**src/rtl/serial_ctrl_pkg.sv**
```systemverilog
// Shared constants, state encodings and the frame checksum used by the
// serial command master and its frame parser.
package serial_ctrl_pkg;

  // UART register addresses on the single-bit Avalon address
  localparam logic ADDR_DATA = 1'b0;
  localparam logic ADDR_CTRL = 1'b1;

  // Field positions inside the UART registers
  localparam int RVALID_BIT = 15;
  localparam int WSPACE_LSB = 16;

  // Sync, code, arg_hi, arg_lo, checksum
  localparam int FRAME_LEN = 5;

  typedef enum logic [2:0] {
    BUS_INIT,
    BUS_RD_CTRL,
    BUS_WAIT_CTRL,
    BUS_WR_DATA,
    BUS_RD_DATA,
    BUS_WAIT_DATA
  } bus_state_t;

  typedef enum logic [2:0] {
    P_HUNT,
    P_CODE,
    P_ARG_HI,
    P_ARG_LO,
    P_CHK
  } parse_state_t;

  function automatic logic [7:0] frame_checksum(input logic [7:0] code,
                                                input logic [7:0] arg_hi,
                                                input logic [7:0] arg_lo);
    return code ^ arg_hi ^ arg_lo;
  endfunction

endpackage

```
**src/rtl/serial_frame_parser.sv**
```systemverilog
// Turns a stream of received UART bytes into checksummed command frames,
// with an inter-byte idle timeout and a saturating error counter.
module serial_frame_parser
  import serial_ctrl_pkg::*;
#(
  parameter int         TIMEOUT_CYCLES = 500000,
  parameter logic [7:0] SYNC_BYTE      = 8'hA5
) (
  input  logic        clk,
  input  logic        rst_n,
  input  logic        byte_valid,
  input  logic [7:0]  rx_byte,
  output logic        cmd_valid,
  input  logic        cmd_ready,
  output logic [7:0]  cmd_code,
  output logic [15:0] cmd_arg,
  output logic [7:0]  err_count
);

  localparam logic [19:0] IDLE_LAST = 20'(TIMEOUT_CYCLES - 1);

  parse_state_t state;
  parse_state_t state_next;
  logic [19:0]  idle_cnt;
  logic [7:0]   code_q;
  logic [7:0]   hi_q;
  logic [7:0]   lo_q;
  logic         chk_match;
  logic         chk_fail;
  logic         timeout_hit;

  // Parser state register
  always_ff @(posedge clk or negedge rst_n) begin
    if (!rst_n) state <= P_HUNT;
    else        state <= state_next;
  end

  // Next parser state plus checksum / timeout events; a sync byte mid-frame is plain data
  always_comb begin
    state_next  = state;
    chk_match   = 1'b0;
    chk_fail    = 1'b0;
    timeout_hit = 1'b0;
    if (byte_valid) begin
      case (state)
        P_HUNT:   if (rx_byte == SYNC_BYTE) state_next = P_CODE;
        P_CODE:   state_next = P_ARG_HI;
        P_ARG_HI: state_next = P_ARG_LO;
        P_ARG_LO: state_next = P_CHK;
        P_CHK: begin
          state_next = P_HUNT;
          if (rx_byte == frame_checksum(code_q, hi_q, lo_q)) chk_match = 1'b1;
          else                                               chk_fail  = 1'b1;
        end
        default:  state_next = P_HUNT;
      endcase
    end else if (state != P_HUNT && idle_cnt == IDLE_LAST) begin
      timeout_hit = 1'b1;
      state_next  = P_HUNT;
    end
  end

  // Idle counter only runs while a frame is partially received
  always_ff @(posedge clk or negedge rst_n) begin
    if (!rst_n)                              idle_cnt <= '0;
    else if (byte_valid || state == P_HUNT)  idle_cnt <= '0;
    else                                     idle_cnt <= idle_cnt + 20'd1;
  end

  // Capture the payload bytes as they arrive
  always_ff @(posedge clk or negedge rst_n) begin
    if (!rst_n) begin
      code_q <= '0;
      hi_q   <= '0;
      lo_q   <= '0;
    end else if (byte_valid) begin
      if (state == P_CODE)   code_q <= rx_byte;
      if (state == P_ARG_HI) hi_q   <= rx_byte;
      if (state == P_ARG_LO) lo_q   <= rx_byte;
    end
  end

  // Present a decoded command and hold it until the consumer takes it
  always_ff @(posedge clk or negedge rst_n) begin
    if (!rst_n) begin
      cmd_valid <= 1'b0;
      cmd_code  <= '0;
      cmd_arg   <= '0;
    end else if (chk_match) begin
      cmd_valid <= 1'b1;
      cmd_code  <= code_q;
      cmd_arg   <= {hi_q, lo_q};
    end else if (cmd_valid && cmd_ready) begin
      cmd_valid <= 1'b0;
    end
  end

  // Count checksum and timeout errors, sticking at all-ones
  always_ff @(posedge clk or negedge rst_n) begin
    if (!rst_n)                                          err_count <= '0;
    else if ((chk_fail || timeout_hit) && err_count != 8'hFF) err_count <= err_count + 8'd1;
  end

endmodule

```
**src/rtl/serial_cmd_master.sv**
```systemverilog
// Avalon-MM master for the rs232_0 UART: polls CONTROL/DATA, feeds received
// bytes to the frame parser and writes the TX stream when WSPACE allows.
module serial_cmd_master
  import serial_ctrl_pkg::*;
#(
  parameter int         TIMEOUT_CYCLES = 500000,
  parameter logic [7:0] SYNC_BYTE      = 8'hA5
) (
  input  logic        clk_clk,
  input  logic        reset_reset_n,
  output logic        avm_address,
  output logic        avm_chipselect,
  output logic [3:0]  avm_byteenable,
  output logic        avm_read,
  output logic        avm_write,
  output logic [31:0] avm_writedata,
  input  logic [31:0] avm_readdata,
  input  logic [7:0]  tx_data,
  input  logic        tx_valid,
  output logic        tx_ready,
  output logic        cmd_valid,
  input  logic        cmd_ready,
  output logic [7:0]  cmd_code,
  output logic [15:0] cmd_arg,
  output logic [7:0]  err_count
);

  bus_state_t  bus_state;
  bus_state_t  bus_next;
  logic        armed;
  logic        rx_valid;
  logic [7:0]  rx_byte;
  logic [15:0] wspace;
  logic        unused_readdata;

  assign rx_byte         = avm_readdata[7:0];
  assign wspace          = avm_readdata[WSPACE_LSB +: 16];
  assign unused_readdata = ^avm_readdata[14:8];
  assign avm_chipselect  = avm_read | avm_write;
  assign avm_byteenable  = 4'hF;

  // Hold off the INIT write for one cycle so no strobe is visible during reset
  always_ff @(posedge clk_clk or negedge reset_reset_n) begin
    if (!reset_reset_n) armed <= 1'b0;
    else                armed <= 1'b1;
  end

  // Bus FSM state register
  always_ff @(posedge clk_clk or negedge reset_reset_n) begin
    if (!reset_reset_n) bus_state <= BUS_INIT;
    else                bus_state <= bus_next;
  end

  // Bus sequencing and single-cycle strobes; TX is served before the RX pop in a loop
  always_comb begin
    bus_next      = bus_state;
    avm_read      = 1'b0;
    avm_write     = 1'b0;
    avm_address   = ADDR_DATA;
    avm_writedata = '0;
    tx_ready      = 1'b0;
    rx_valid      = 1'b0;
    case (bus_state)
      BUS_INIT: begin
        if (armed) begin
          avm_write   = 1'b1;
          avm_address = ADDR_CTRL;
          bus_next    = BUS_RD_CTRL;
        end
      end
      BUS_RD_CTRL: begin
        avm_read    = 1'b1;
        avm_address = ADDR_CTRL;
        bus_next    = BUS_WAIT_CTRL;
      end
      BUS_WAIT_CTRL: begin
        if (tx_valid && wspace != 16'd0) bus_next = BUS_WR_DATA;
        else if (!cmd_valid)             bus_next = BUS_RD_DATA;
        else                             bus_next = BUS_RD_CTRL;
      end
      BUS_WR_DATA: begin
        avm_write     = 1'b1;
        avm_writedata = {24'h0, tx_data};
        tx_ready      = 1'b1;
        bus_next      = cmd_valid ? BUS_RD_CTRL : BUS_RD_DATA;
      end
      BUS_RD_DATA: begin
        avm_read = 1'b1;
        bus_next = BUS_WAIT_DATA;
      end
      BUS_WAIT_DATA: begin
        rx_valid = avm_readdata[RVALID_BIT];
        bus_next = BUS_RD_CTRL;
      end
      default: bus_next = BUS_INIT;
    endcase
  end

  serial_frame_parser #(
    .TIMEOUT_CYCLES(TIMEOUT_CYCLES),
    .SYNC_BYTE     (SYNC_BYTE)
  ) u_parser (
    .clk       (clk_clk),
    .rst_n     (reset_reset_n),
    .byte_valid(rx_valid),
    .rx_byte   (rx_byte),
    .cmd_valid (cmd_valid),
    .cmd_ready (cmd_ready),
    .cmd_code  (cmd_code),
    .cmd_arg   (cmd_arg),
    .err_count (err_count)
  );

endmodule

```
**config.mk**
```make
export PLATFORM = sky130hd
export DESIGN_NAME = serial_cmd_master
export DESIGN_NICKNAME = d
export VERILOG_FILES = /design/src/rtl/serial_ctrl_pkg.sv /design/src/rtl/serial_frame_parser.sv /design/src/rtl/serial_cmd_master.sv
export SDC_FILE = /design/constraint.sdc
export NUM_CORES = 1
export LEC_CHECK = 0
export ABC_AREA = 1
export CAP_MARGIN = 20
export CORE_ASPECT_RATIO = 1.4
export CORE_MARGIN = 10
export CORE_UTILIZATION = 23
export CTS_BUF_LIST = sky130_fd_sc_hd__clkbuf_4
export DETAILED_ROUTE_END_ITERATION = 16
export PLACE_DENSITY = 0.41
export SLEW_MARGIN = 20
export SYNTH_ARGS = -nofsm -noshare
export SYNTH_HDL_FRONTEND = slang
export SYNTH_SLANG_ARGS = --single-unit
```
**constraint.sdc**
```tcl
create_clock -name clk_clk -period 1.52 [get_ports clk_clk]
set_input_delay 0.304 -clock clk_clk [delete_from_list [all_inputs] [get_ports clk_clk]]
set_output_delay 0.304 -clock clk_clk [all_outputs]
set_load 0.05 [all_outputs]
```
# Word-level counts from Yosys, hierarchy flattened
# Cells that the tools add are included.
# word_totals
in_bits	44
register_bits	84
wordCells	74
output_inout_bits	74
# classes
n_bitwise	3
eq_ne	15
n_addsub	2
reduce_logical	17
mux	26
# ops
op	count
adder 20 x 1 -> 20 bit (second input constant)	1
== test 20 x 19 -> 1 bit (second input constant)	1
two-way mux 20 bit	1
two-way mux 3 bit	6
one-hot mux 3 bit (6 select lines)	1
nonzero test 16 bit	1
XOR 8 bit	2
two-way mux 1 bit	14
== test 3 x 2 -> 1 bit (second input constant)	4
one-hot mux 3 bit (4 select lines)	1
== test 3 bit (second input constant)	3
adder 8 x 1 -> 8 bit (second input constant)	1
== test 8 bit	1
== test 8 bit (second input constant)	1
two-way mux 8 bit	1
inequality test 8 bit (second input constant)	1
AND reduction 2 bit	4
== test 3 x 1 -> 1 bit (second input constant)	2
zero test 3 bit	2
logical AND 1 bit	4
one-hot mux 1 bit (2 select lines)	2
nonzero test 2 bit	2
inequality test 3 bit (second input constant)	1
nonzero test 3 bit	1
other kinds (4)	5

# Logic depth before layout (Yosys ltp)
# Gate-level depths: netlist of the first run.
# logic_depth
depth_word	8
depth_mapped	15
ltp_nobuf	14

# By module
# From an unflattened synthesis of the first run, not the netlist that was laid out.
# unflattened
hier_cells	622
area_unflattened_um2	4687.0
# modules_own_cells
mod	seq_area_each_um2	n_inst	area_each_um2	cells_each
serial_frame_parser	2001.9	1	4097.7	525
serial_cmd_master	100.1	1	589.3	97

# Worst setup path before layout of the first run
# Ideal clock, no wire load.
# synth_timing
kind	register to output
start	reg bus_state[2]
end	out avm_writedata[0]
path_stages_with_launch	6
t_arrival_ns	2.503
setup_slack_ns	-1.287
n_path_buf	0
required_ns	1.216
cell_sequence	dfrtp_1 nor2_1 inv_1 nor2_1 clkinv_1 nor2_1
# synth_via
elab_chain_cells	2
# synth_lines
item	line_no	rtl
start: declaration	serial_cmd_master.sv:28	bus_state_t bus_state;
start signal: assignment	serial_cmd_master.sv:51	else bus_state <= bus_next;
== test 3 x 2 -> 1 bit	serial_cmd_master.sv:63	case (bus_state)
two-way mux 8 bit	serial_cmd_master.sv:63	
end: declaration	serial_cmd_master.sv:16	output logic [31:0] avm_writedata,
# Every way passes these cells.

# Worst setup path in the final report of the first run
# layout_timing
start	reg bus_state[1]
end	out avm_chipselect
# layout_via
elab_chain_cells	4
elab_cells_between_ends	8
classes_between	eq/ne: 3; mux: 2; bitwise: 1; reduce/logical: 2
# layout_lines
item	line_no	rtl
== test 3 bit or == test 3 x 1 -> 1 bit (tied branches)	serial_cmd_master.sv:63	
OR reduction 2 bit (no line)	n/a	
two-way mux 1 bit	serial_cmd_master.sv:63	
OR 1 bit (*)	serial_cmd_master.sv:39	assign avm_chipselect = avm_read | avm_write;
end: declaration	serial_cmd_master.sv:12	output logic avm_chipselect,
# Every way passes the cells marked *; elsewhere a longest branch is shown, timed or not.

==> summary.md, run 1 <==
| Metric | Value |
|---|---|
| GP Congestion | 0.8210 |
| Die area | 25280 um2 |
| # H-tree levels | 3 |
| Port buffer count | 82 |
| Most frequent cells in the layout | nand2_1 (128), buf_4 (115), dfrtp_1 (77) |
| Worst VDD drop | 0.0005400 V |
| Die Width | 137.3 um |
| Min cycle time layout | 2.018 ns |
| Num Clock Sinks | 84 |
| All-Layer GR Usage | 11.68% |
| Detailed-route wire length per cell | 13.94 um |
| Area of the multi-input gates | 2335 um2 |
| Clock root cell | clkbuf_4 |
| Outcome | finished with violations |
| Combinational share of power | 37.8% |
| Via/cell ratio | 4.229 |
| Internal power | 3.532 mW |
| DRT Pass-1 Iters | 4 |
| Layout Nets | 840 |
| CTS tree | built |
| Hpwl dp | 10.23 mm |
| # diodes | 0 |
| CTS Buffer Depth | 2 |
| Register area share after synthesis | 47.47% |
| Final Non-Filler Cells | 1047 |
| Die Span Y | 184.2 um |
| WP data required | 1.22 ns |
| Synthesized flop and latch total | 84 |
| Final core occ | 41.25% |
| CORE AREA | 19070 um2 |
| Syn Std Cell Area | 4428 um2 |
| Initial Util | 23.22% |
| Hold_ws | 0.2786 ns |
| Sw Pwr | 2.136 mW |
| Cell Pwr Density | 720.6 nW/um2 |
| Final setup margin | -0.4975 ns |
| Switching part of the total | 37.69% |
| Initial antenna violation count | 0 |
| Fillers | 1876 |
| DRT iter0 DRCs | 91 |
| Placed Cells incl. Taps | 980 |
| Final WL | 14.60 mm |
| MaxCap Viol Count | 0 |
| Yosys warns | 0 |
| TNS Setup | -20.14 ns |
| CP Class | flip-flop to output port |
| Crit end category | output port |
| Clk_lat worst skew | 0.48 ns |
| Ports | 118 |
| Final ANT Viol Nets | 0 |
| Final design area excluding fillers | 7865 um2 |
| R2R setup slack | -0.32 ns |
| Unrepaired setup endpoints after global routing | yes |
| FP Rows | 60 |
| Synthesis-to-layout area growth | 77.62% |
| Cells on worst reg2reg path | 9 |
| Drt drc | 0 |
| Worst R2R End | u_parser.cmd_arg[13]$_DFFE_PN0P_ |
| Syn avg cell area | 7.935 um2 |
| Clock Power Share | 21.4% |
| Synth unique cells | 38 |
| Clock transition at the registers of the reported paths | 0.17 ns |
| Finish-stage setup viols | 91 |
| Worst min-delay path category | input pin to asynchronous set/reset pin |
| Final count of hold timing violations | 0 |
| Pin count of the biggest net entering global routing | 30 |
| Most common cell after layout, fill and taps aside | nand2_1 |
| Clock skew | 0.03517 ns |
| Max Clock Freq | 495.7 MHz |
| First-pass GRT wire length | 23.43 mm |
| Layout cells sized above 1 | 41.80% |
| Flop pwr share | 40.7% |
| Inserted Clock Buffers | 9 |
| Slew Limit Fails | 0 |
| Startpoint types | flip-flop |
| Mapped Cells | 558 |
| Sequential cell area | 2111 um2 |
| Max Fanout on Critical Path | 5 |
| Placement Cell Area | 6779 um2 |
| Crit path DAT | 1.71 ns |
| FF-to-FF Start | bus_state[1]$_DFFE_PN0P_ |
| Final worst path period share | 132.7% |
| Detailed-route via count | 4428 |
| Grt ovf | 0 |
| Vias in the first global route | 4640 |
| P_leak | 3.636 nW |
| Failing checks | setup timing |
[power by group through the flow]
stage	Clock, mW	Combinational [mW]	Sequential [mW]
2_1_floorplan	0	1.03	2.36
3_3_place_gp	0	1.95	2.36
3_5_place_dp	0	1.96	2.36
4_1_cts	1.27	2.13	2.31
5_1_grt	1.36	2.27	2.31
6_report	1.22	2.14	2.31
[stage by stage]
step	setup WS [ns]	power (mW)
finish	-0.4975	5.668
global route	-0.6203	5.944
CTS	-0.5578	5.708
detailed placement	-0.7472	4.327
global placement	-0.7032	4.311
floorplan	-0.4699	3.389
[synth_stat cells, drive strengths merged]
cell type / instances / area [um2]
o31ai: 1 / 7.510
o211a: 1 / 10.01
and3: 1 / 6.260
dfrtp: 84 / 2102
buf: 33 / 247.7
inv: 75 / 281.5
clkbuf: 5 / 22.52
conb: 2 / 7.510
a211oi: 1 / 7.510
xor2: 9 / 78.83
xnor2: 5 / 43.79
nor2: 51 / 209.0
nand3: 26 / 152.7
o21a: 3 / 22.52
nor3: 9 / 45.04
nand2: 153 / 579.3
nor4: 7 / 73.82
a21oi: 11 / 55.05
o21ai: 62 / 329.1
nand3b: 2 / 15.01
nand4: 10 / 75.07
ha: 2 / 25.02
clkinv: 1 / 3.750
a31oi: 2 / 12.51
nor3b: 2 / 15.01
[area by class of cell]
cell class	instances	share of cell area, %
Multi-Input combinational cell	388	29.69
Clock buffer	9	0.8591
Sequential cell	84	26.84
Clock inverter	7	0.6682
Timing Repair Buffer	234	34.04
Inverter	76	3.850
Timing Repair inverter	1	0.1114
Tap cell	248	3.945
[flip-flops by register name (all words and copies together), names as in the netlist]
| signal | count |
|---|---|
| armed | 1 |
| bus_state | 3 |
| u_parser.cmd_arg | 16 |
| u_parser.cmd_code | 8 |
| u_parser.cmd_valid | 1 |
| u_parser.code_q | 8 |
| u_parser.err_count | 8 |
| u_parser.hi_q | 8 |
| u_parser.idle_cnt | 20 |
| u_parser.lo_q | 8 |
| u_parser.state | 3 |
[what timing repair did]
item / in CTS / in global routing
hold buffers: 1 / 0
endpoints found under the hold margin: 23 / 0
cloned: 8 / 0
gates resized for setup: 98 / 77
pin swaps: 28 / 32
endpoints found under the setup margin: 84 / 94
setup buffers: 33 / 14
[logic make-up (layout without fill, tap and decap cells)]
kind of cell,after synthesis,in the layout,share of synthesized area [%]
compound gates,81,81,10.03
simple gates,261,262,26.45
buf+inv,114,327,12.55
fa+ha+maj,2,2,0.5650
flops,84,84,47.47
xor+xnor,14,14,2.769
other cells,2,29,0.1696
[how the worst max path moves through the flow]
stage,start,endpoint,slack [ns],cells after the start
2_1_floorplan,bus_state[2]$_DFFE_PN0P_,avm_chipselect,-0.47,5
3_3_place_gp,avm_readdata[5],u_parser.err_count[4]$_DFFE_PN0P_,-0.70,15
3_5_place_dp,avm_readdata[5],u_parser.err_count[4]$_DFFE_PN0P_,-0.75,15
4_1_cts,bus_state[1]$_DFFE_PN0P_,avm_chipselect,-0.56,7
5_1_grt,bus_state[1]$_DFFE_PN0P_,avm_chipselect,-0.62,7
6_report,bus_state[1]$_DFFE_PN0P_,avm_chipselect,-0.50,7
[per-layer routing]
metal  track usage, %  part of all wire [%]  vias to the layer above
met3            2.589                   6.0                       17
li1                 -                     -                     2210
met4            3.550                   1.2                        0
met5                0                     0                        -
met1            12.42                    38                     2099
met2            22.02                    55                      102
[worst max-delay path, stage by stage (launching register included)]
cell      delay (ns)
dfrtp_1         0.40
inv_2           0.06
nor2_4          0.11
inv_2           0.06
nor2_4          0.17
clkinv_4        0.13
nand4_1         0.16
buf_12          0.15
No activity file was read; power rests on OpenSTA's default activity.
==> inputs of run 2 (changes only) <==
- CORE_UTILIZATION: 23 -> 46
- PLACE_DENSITY: 0.41 -> 0.75
==> run 2 against run 1 <==
  * The run still ends with setup timing left
  * Largest power group unchanged
  * Clock power rose by 21%
  * Clock skew decreased by 0.015 ns
  * Via count rose by 13%
==> summary.md, run 2 (synthesis gave the netlist of run 1 again) <==
| Metric | Value |
|---|---|
| Max Clock Freq | 486.1 MHz (-1.9%) |
| Max reg flops | 20 (unchanged) |
| Die Width | 102.9 um (-25%) |
| Final Non-Filler Cells | 901 (-14%) |
| Initial antenna violation count | 0 (unchanged) |
| Most common cell after layout, fill and taps aside | nand2_1 |
| Layout cells sized above 1 | 43.36% (+1.6 points) |
| Die Span Y | 136.1 um (-26%) |
| Worst VDD drop | 0.0006569 V (+22%) |
| R2R setup slack | -0.54 ns (-0.22 ns) |
| Clock transition at the registers of the reported paths | 0.14 ns (-0.03 ns) |
| First-pass GRT wire length | 23.36 mm (-0.26%) |
| Clk_lat worst skew | 0.47 ns (about the same) |
| Cells on worst reg2reg path | 9 (unchanged) |
| Detailed-route wire length per cell | 19.62 um (+41%) |
| Initial Util | 46.81% (+24 points) |
| Pin count of the biggest net entering global routing | 85 (+180%) |
| Inserted Clock Buffers | 9 (unchanged) |
| FP Rows | 42 (-30%) |
| CORE AREA | 9459 um2 (-50%) |
| Final worst path period share | 135.3% (+2.6 points) |
| # H-tree levels | 3 (unchanged) |
| All-Layer GR Usage | 21.24% (+9.6 points) |
| Final setup margin | -0.5371 ns (-0.03956 ns) |
| Worst R2R End | u_parser.cmd_code[5]$_DFFE_PN0P_ |
| Outcome | finished with violations |
| Hpwl dp | 9.434 mm (-7.8%) |
| Switching part of the total | 35.59% (-2.1 points) |
| GP Congestion | 0.8648 (+5.3%) |
| Most frequent CP cell | nand3_4 |
| Slowest cell on the critical path | dfrtp_1 |
| P_leak | 3.611 nW (-0.68%) |
| Min cycle time layout | 2.057 ns (+0.03956 ns) |
| Crit end category | flip-flop |
| WP data required | 1.87 ns (+0.65 ns) |
| Internal power | 3.912 mW (+11%) |
| Met2 Use GR | 40.16% (+18 points) |
| Startpoint types | flip-flop |
| FF-to-FF Start | bus_state[1]$_DFFE_PN0P_ |
| # diodes | 0 (unchanged) |
| Critical Path Max Stage Delay | 0.42 ns (+0.02 ns) |
| Final WL | 17.68 mm (+21%) |
| Clock Power Share | 24.4% (+3.0 points) |
| Met1 usage | 20.08% (+7.7 points) |
| Fillers | 500 (-73%) |
| Top Registers | u_parser.idle_cnt (20), u_parser.cmd_arg (16) |
| Crit path DAT | 2.41 ns (+0.70 ns) |
| Failing checks | setup timing |
| Unrepaired setup endpoints after global routing | yes |
| Max Fanout on Critical Path | 12 (+7) |
| Final ANT Viol Nets | 0 (unchanged) |
| Layer with the highest usage | met2 |
| CTS Buffer Depth | 2 (unchanged) |
| DRT Pass-1 Iters | 5 (+1) |
| Finish-stage setup viols | 92 (+1.1%) |
| Vias in the first global route | 4959 (+6.9%) |
| Synthesis-to-layout area growth | 73.75% |
| Most frequent cells in the layout | nand2_1 (115), buf_4 (112), dfrtp_1 (76) |
| Clock skew | 0.02042 ns (-0.01476 ns) |
| Drt drc | 0 (unchanged) |
| Pwr Total | 6.074 mW (+7.2%) |
| Cell Pwr Density | 789.5 nW/um2 (+9.6%) |
| Worst min-delay path category | input pin to asynchronous set/reset pin |
| Clock root cell | clkbuf_4 |
| Placed Cells incl. Taps | 833 (-15%) |
| CP Class | flip-flop to flip-flop |
| Grt ovf | 0 (unchanged) |
| Num Clock Sinks | 84 (unchanged) |
| Combinational share of power | 37.7% (about the same) |
| Ports | 118 (unchanged) |
| Layout Nets | 832 (-0.95%) |
| MaxCap Viol Count | 0 (unchanged) |
| Die area | 14010 um2 (-45%) |
| Slew Limit Fails | 0 (unchanged) |
| Via/cell ratio | 5.559 (+31%) |
| Detailed-route via count | 5009 (+13%) |
| Met3 global-route usage | 5.488% (+2.9 points) |
| Biggest register | u_parser.idle_cnt |
| Sw Pwr | 2.162 mW (+1.2%) |
| Flop pwr share | 37.9% (-2.8 points) |
| CTS tree | built |
| Port buffer count | 82 (unchanged) |
| Final count of hold timing violations | 0 (unchanged) |
| DRT iter0 DRCs | 368 (+300%) |
| Cell Chain, Critical Path | buf_4 > nor2_4 > nand3_4 > nor4_4 > nand3_4 > buf_12 > buf_16 > nand2_1 > o21ai_1 |
-- run 2: repair_timing --
item | 4_1_cts | 5_1_grt
setup endpoints to repair | 60 | 93
buffers inserted | 32 | 14
hold buffers | 1 | 0
cloned | 4 | 4
pin swaps | 38 | 24
resized for setup | 82 | 101
hold endpoints to repair | 84 | 0
-- run 2: cell type report --
class / count / area (um2) / area share, %
clock buffer: 10 / 75.07 / 0.9758
clock inverter: 6 / 78.83 / 1.025
inverter: 76 / 302.8 / 3.936
multi-input combinational: 387 / 2382 / 30.96
sequential: 84 / 2112 / 27.45
tap: 110 / 137.6 / 1.789
timing repair buffer: 226 / 2590 / 33.66
timing repair inverter: 2 / 15.01 / 0.1952
-- run 2: power groups by stage --
stage	Sequential [mW]	Clock [mW]	Combinational, mW
6_report	2.30	1.48	2.29
5_1_grt	2.31	1.58	2.39
4_1_cts	2.29	1.44	2.16
3_5_place_dp	2.35	0	1.95
3_3_place_gp	2.35	0	1.91
2_1_floorplan	2.36	0	1.03
-- run 2: worst max-delay path: cells and delay by family (launching register included) --
family,cells,cell delay (ns)
and+or+nand+nor,5,0.96
buffers and inverters,3,0.51
DFF,1,0.42
AOI/OAI and AO/OA,1,0.06
-- run 2: metal layers --
layer	up-vias	part of all wire, %
met5	-	0
li1	2179	-
met1	2394	31
met4	0	6.8
met3	117	8.5
met2	319	54
-- run 2: how the worst max path moves through the flow --
stage / start / to / slack, ns
4_1_cts: bus_state[1]$_DFFE_PN0P_ / avm_chipselect / -0.49
2_1_floorplan: bus_state[2]$_DFFE_PN0P_ / avm_chipselect / -0.47
6_report: bus_state[1]$_DFFE_PN0P_ / u_parser.cmd_code[5]$_DFFE_PN0P_ / -0.54
5_1_grt: bus_state[1]$_DFFE_PN0P_ / u_parser.cmd_arg[14]$_DFFE_PN0P_ / -0.59
3_5_place_dp: avm_readdata[7] / u_parser.err_count[2]$_DFFE_PN0P_ / -0.67
3_3_place_gp: avm_readdata[5] / u_parser.err_count[4]$_DFFE_PN0P_ / -0.58
-- run 2: stage by stage --
stage               hold slack [ns]  util, %  area, um2  setup WS [ns]  TNS [ns]
floorplan                  0.008409        -       4637        -0.4699    -3.465
global placement             0.3671    68.99       6526        -0.5787    -23.14
detailed placement           0.3702    68.99       6526        -0.6715    -26.83
CTS                          0.3998    76.60       7246        -0.4931    -11.61
global route                 0.3989    81.34       7694        -0.5888    -33.84
finish                       0.3610    81.34       7694        -0.5371    -29.04
==> inputs of run 3 (changes only) <==
- CORE_MARGIN: 10 -> 2
==> run 3 against run 2 <==
  * Cell count fell by 2.0%
  * The flow still finishes with violations (setup timing)
  * Non-clock buffer count shrank 17
  * Setup slack better by 0.0081 ns
  * Combinational power barely moved
  * Largest cell class unchanged
  * Wire length down 18%
  * Clock skew decreased by 0.0026 ns
  * Die area fell by 25%
  * First-iteration DRC count decreased by 14%
==> summary.md, run 3 (synthesis gave the netlist of run 1 again) <==
| Metric | Value |
|---|---|
| Outcome | finished with violations |
| Failing checks | setup timing |
| Sum of buffers and inverters on the critical path | 3 (unchanged) |
| Placed Cells incl. Taps | 833 (unchanged) |
| Drt drc | 0 (unchanged) |
| Area of the multi-input gates | 2330 um2 (-2.2%) |
| Initial Util | 47.07% (+0.26 points) |
| First-pass GRT wire length | 20.02 mm (-14%) |
| Clock root cell | clkbuf_4 |
| Detailed-route via count | 4637 (-7.4%) |
| Max Fanout on Critical Path | 3 (-9) |
| Final setup margin | -0.5290 ns (+0.008089 ns) |
| CORE AREA | 9407 um2 (-0.56%) |
| Top Family by Delay on Critical Path | buffers and inverters |
| Worst R2R End | u_parser.err_count[2]$_DFFE_PN0P_ |
| Cell Chain, Critical Path | buf_4 > buf_4 > nor2_4 > nand3_4 > nand4_1 > buf_12 |
| Inserted Clock Buffers | 9 (unchanged) |
| Fillers | 589 (+18%) |
| Synthesis-to-layout area growth | 66.83% |
| Worst VDD drop | 0.0006084 V (-7.4%) |
| CTS tree | built |
| Die area | 10440 um2 (-25%) |
| Most common cell after layout, fill and taps aside | nand2_1 |
| Min cycle time layout | 2.049 ns (-0.008089 ns) |
| Cells on worst reg2reg path | 11 (+2) |
| Layout cells sized above 1 | 38.94% (-4.4 points) |
| Final WL | 14.51 mm (-18%) |
| DRT iter0 DRCs | 318 (-14%) |
| WP data required | 1.22 ns (-0.65 ns) |
| FF-to-FF Start | bus_state[1]$_DFFE_PN0P_ |
| CTS Buffer Depth | 2 (unchanged) |
| Layout Nets | 814 (-2.2%) |
| # H-tree levels | 3 (unchanged) |
| Sequential cell area | 2107 um2 (-0.24%) |
| Slowest cell on the critical path | dfrtp_1 |
| Most frequent cells in the layout | nand2_1 (126), buf_4 (103), dfrtp_1 (80) |
| Die Span Y | 120.1 um (-12%) |
| Vias in the first global route | 4712 (-5.0%) |
| Startpoint types | flip-flop |
| Critical Path Max Stage Delay | 0.42 ns (about the same) |
| Initial antenna violation count | 0 (unchanged) |
| Max Clock Freq | 488.0 MHz (+0.39%) |
| Finish-stage setup viols | 91 (-1.1%) |
| Ports | 118 (unchanged) |
| Crit path launch | bus_state[1]$_DFFE_PN0P_ |
| Crit path DAT | 1.75 ns (-0.66 ns) |
| Final count of hold timing violations | 0 (unchanged) |
| Final core occ | 78.53% (-2.8 points) |
| Port buffer count | 82 (unchanged) |
| Clock transition at the registers of the reported paths | 0.13 ns (about the same) |
| Pwr Total | 5.859 mW (-3.5%) |
| Via/cell ratio | 5.251 (-5.5%) |
| Final ANT Viol Nets | 0 (unchanged) |
| Pin count of the biggest net entering global routing | 85 (unchanged) |
| R2R setup slack | -0.36 ns (+0.18 ns) |
| FP Rows | 42 (unchanged) |
| All-Layer GR Usage | 24.57% (+3.3 points) |
| Top Registers | u_parser.idle_cnt (20), u_parser.cmd_arg (16) |
| # diodes | 0 (unchanged) |
| Slew Limit Fails | 0 (unchanged) |
| Detailed-route wire length per cell | 16.43 um (-16%) |
| Final worst path period share | 134.8% (-0.53 points) |
| MaxCap Viol Count | 0 (unchanged) |
| Final Non-Filler Cells | 883 (-2.0%) |
| Die Width | 86.92 um (-16%) |
| Crit end category | output port |
| Grt ovf | 0 (unchanged) |
| P_leak | 3.486 nW (-3.5%) |
| CP Class | flip-flop to output port |
| Clk_lat worst skew | 0.47 ns (about the same) |
| Biggest register | u_parser.idle_cnt |
| Clock skew | 0.01777 ns (-0.002645 ns) |
| Unrepaired setup endpoints after global routing | yes |
| Max reg flops | 20 (unchanged) |
| DRT Pass-1 Iters | 5 (unchanged) |
| Most frequent CP cell | buf_4 |
| GP Congestion | 0.8854 (+2.4%) |
| Num Clock Sinks | 84 (unchanged) |
| Cell Pwr Density | 793.2 nW/um2 (+0.47%) |
| Hpwl dp | 8.632 mm (-8.5%) |
| Worst min-delay path category | input pin to asynchronous set/reset pin |
[run 3: worst max path at each step]
stage	to	slack (ns)	depth (start not counted)
2_1_floorplan	avm_chipselect	-0.47	5
3_3_place_gp	u_parser.err_count[4]$_DFFE_PN0P_	-0.58	15
3_5_place_dp	u_parser.err_count[0]$_DFFE_PN0P_	-0.68	15
4_1_cts	avm_chipselect	-0.51	6
5_1_grt	avm_chipselect	-0.58	7
6_report	avm_chipselect	-0.53	6
[run 3: area by class of cell]
cell class	count	share of cell area, %
timing repair buffer	209	32.13
multi-input combinational	387	31.54
sequential	84	28.52
inverter	76	4.065
tap	110	1.863
clock buffer	10	1.016
clock inverter	6	0.7453
timing repair inverter	1	0.1186
[run 3: through the flow]
| stage | setup slack, ns | TNS (ns) | instance area, um2 | hold WS (ns) |
|---|---|---|---|---|
| 3_3_place_gp | -0.5828 | -24.17 | 6514 | 0.3669 |
| 4_1_cts | -0.5084 | -10.16 | 7076 | 0.3830 |
| 6_report | -0.5290 | -20.07 | 7387 | 0.3823 |
| 3_5_place_dp | -0.6839 | -28.00 | 6514 | 0.3746 |
| 5_1_grt | -0.5837 | -26.42 | 7387 | 0.3885 |
| 2_1_floorplan | -0.4699 | -3.465 | 4637 | 0.008409 |
[run 3: what timing repair did]
action | in CTS | in global routing
gates resized for setup | 80 | 66
cloned | 1 | 3
setup endpoints to repair | 69 | 95
pin swaps | 38 | 22
buffers inserted | 24 | 9
hold buffers | 1 | 0
endpoints found under the hold margin | 84 | 0
[run 3: layer usage]
| metal | vias to the layer above | part of all wire, % | routed length (um) | track usage (%) |
|---|---|---|---|---|
| met2 | 200 | 57 | 8214 | 46.76 |
| li1 | 2148 | - | - | - |
| met3 | 72 | 4.8 | 703 | 4.746 |
| met4 | 0 | 4.6 | 672 | 13.77 |
| met1 | 2217 | 34 | 4921 | 23.65 |
| met5 | - | 0 | 0 | 0 |
[run 3: power by group]
| part | total [mW] | internal, mW | switching, mW |
|---|---|---|---|
| logic | 2.29 | 0.982 | 1.31 |
| registers | 2.30 | 2.27 | 0.0297 |
| clock network | 1.27 | 0.503 | 0.766 |
[run 3: tightest hold or removal path: stages]
cell and delay, ns:
dlygate4sd3_1 0.53, buf_4 0.11, buf_12 0.34
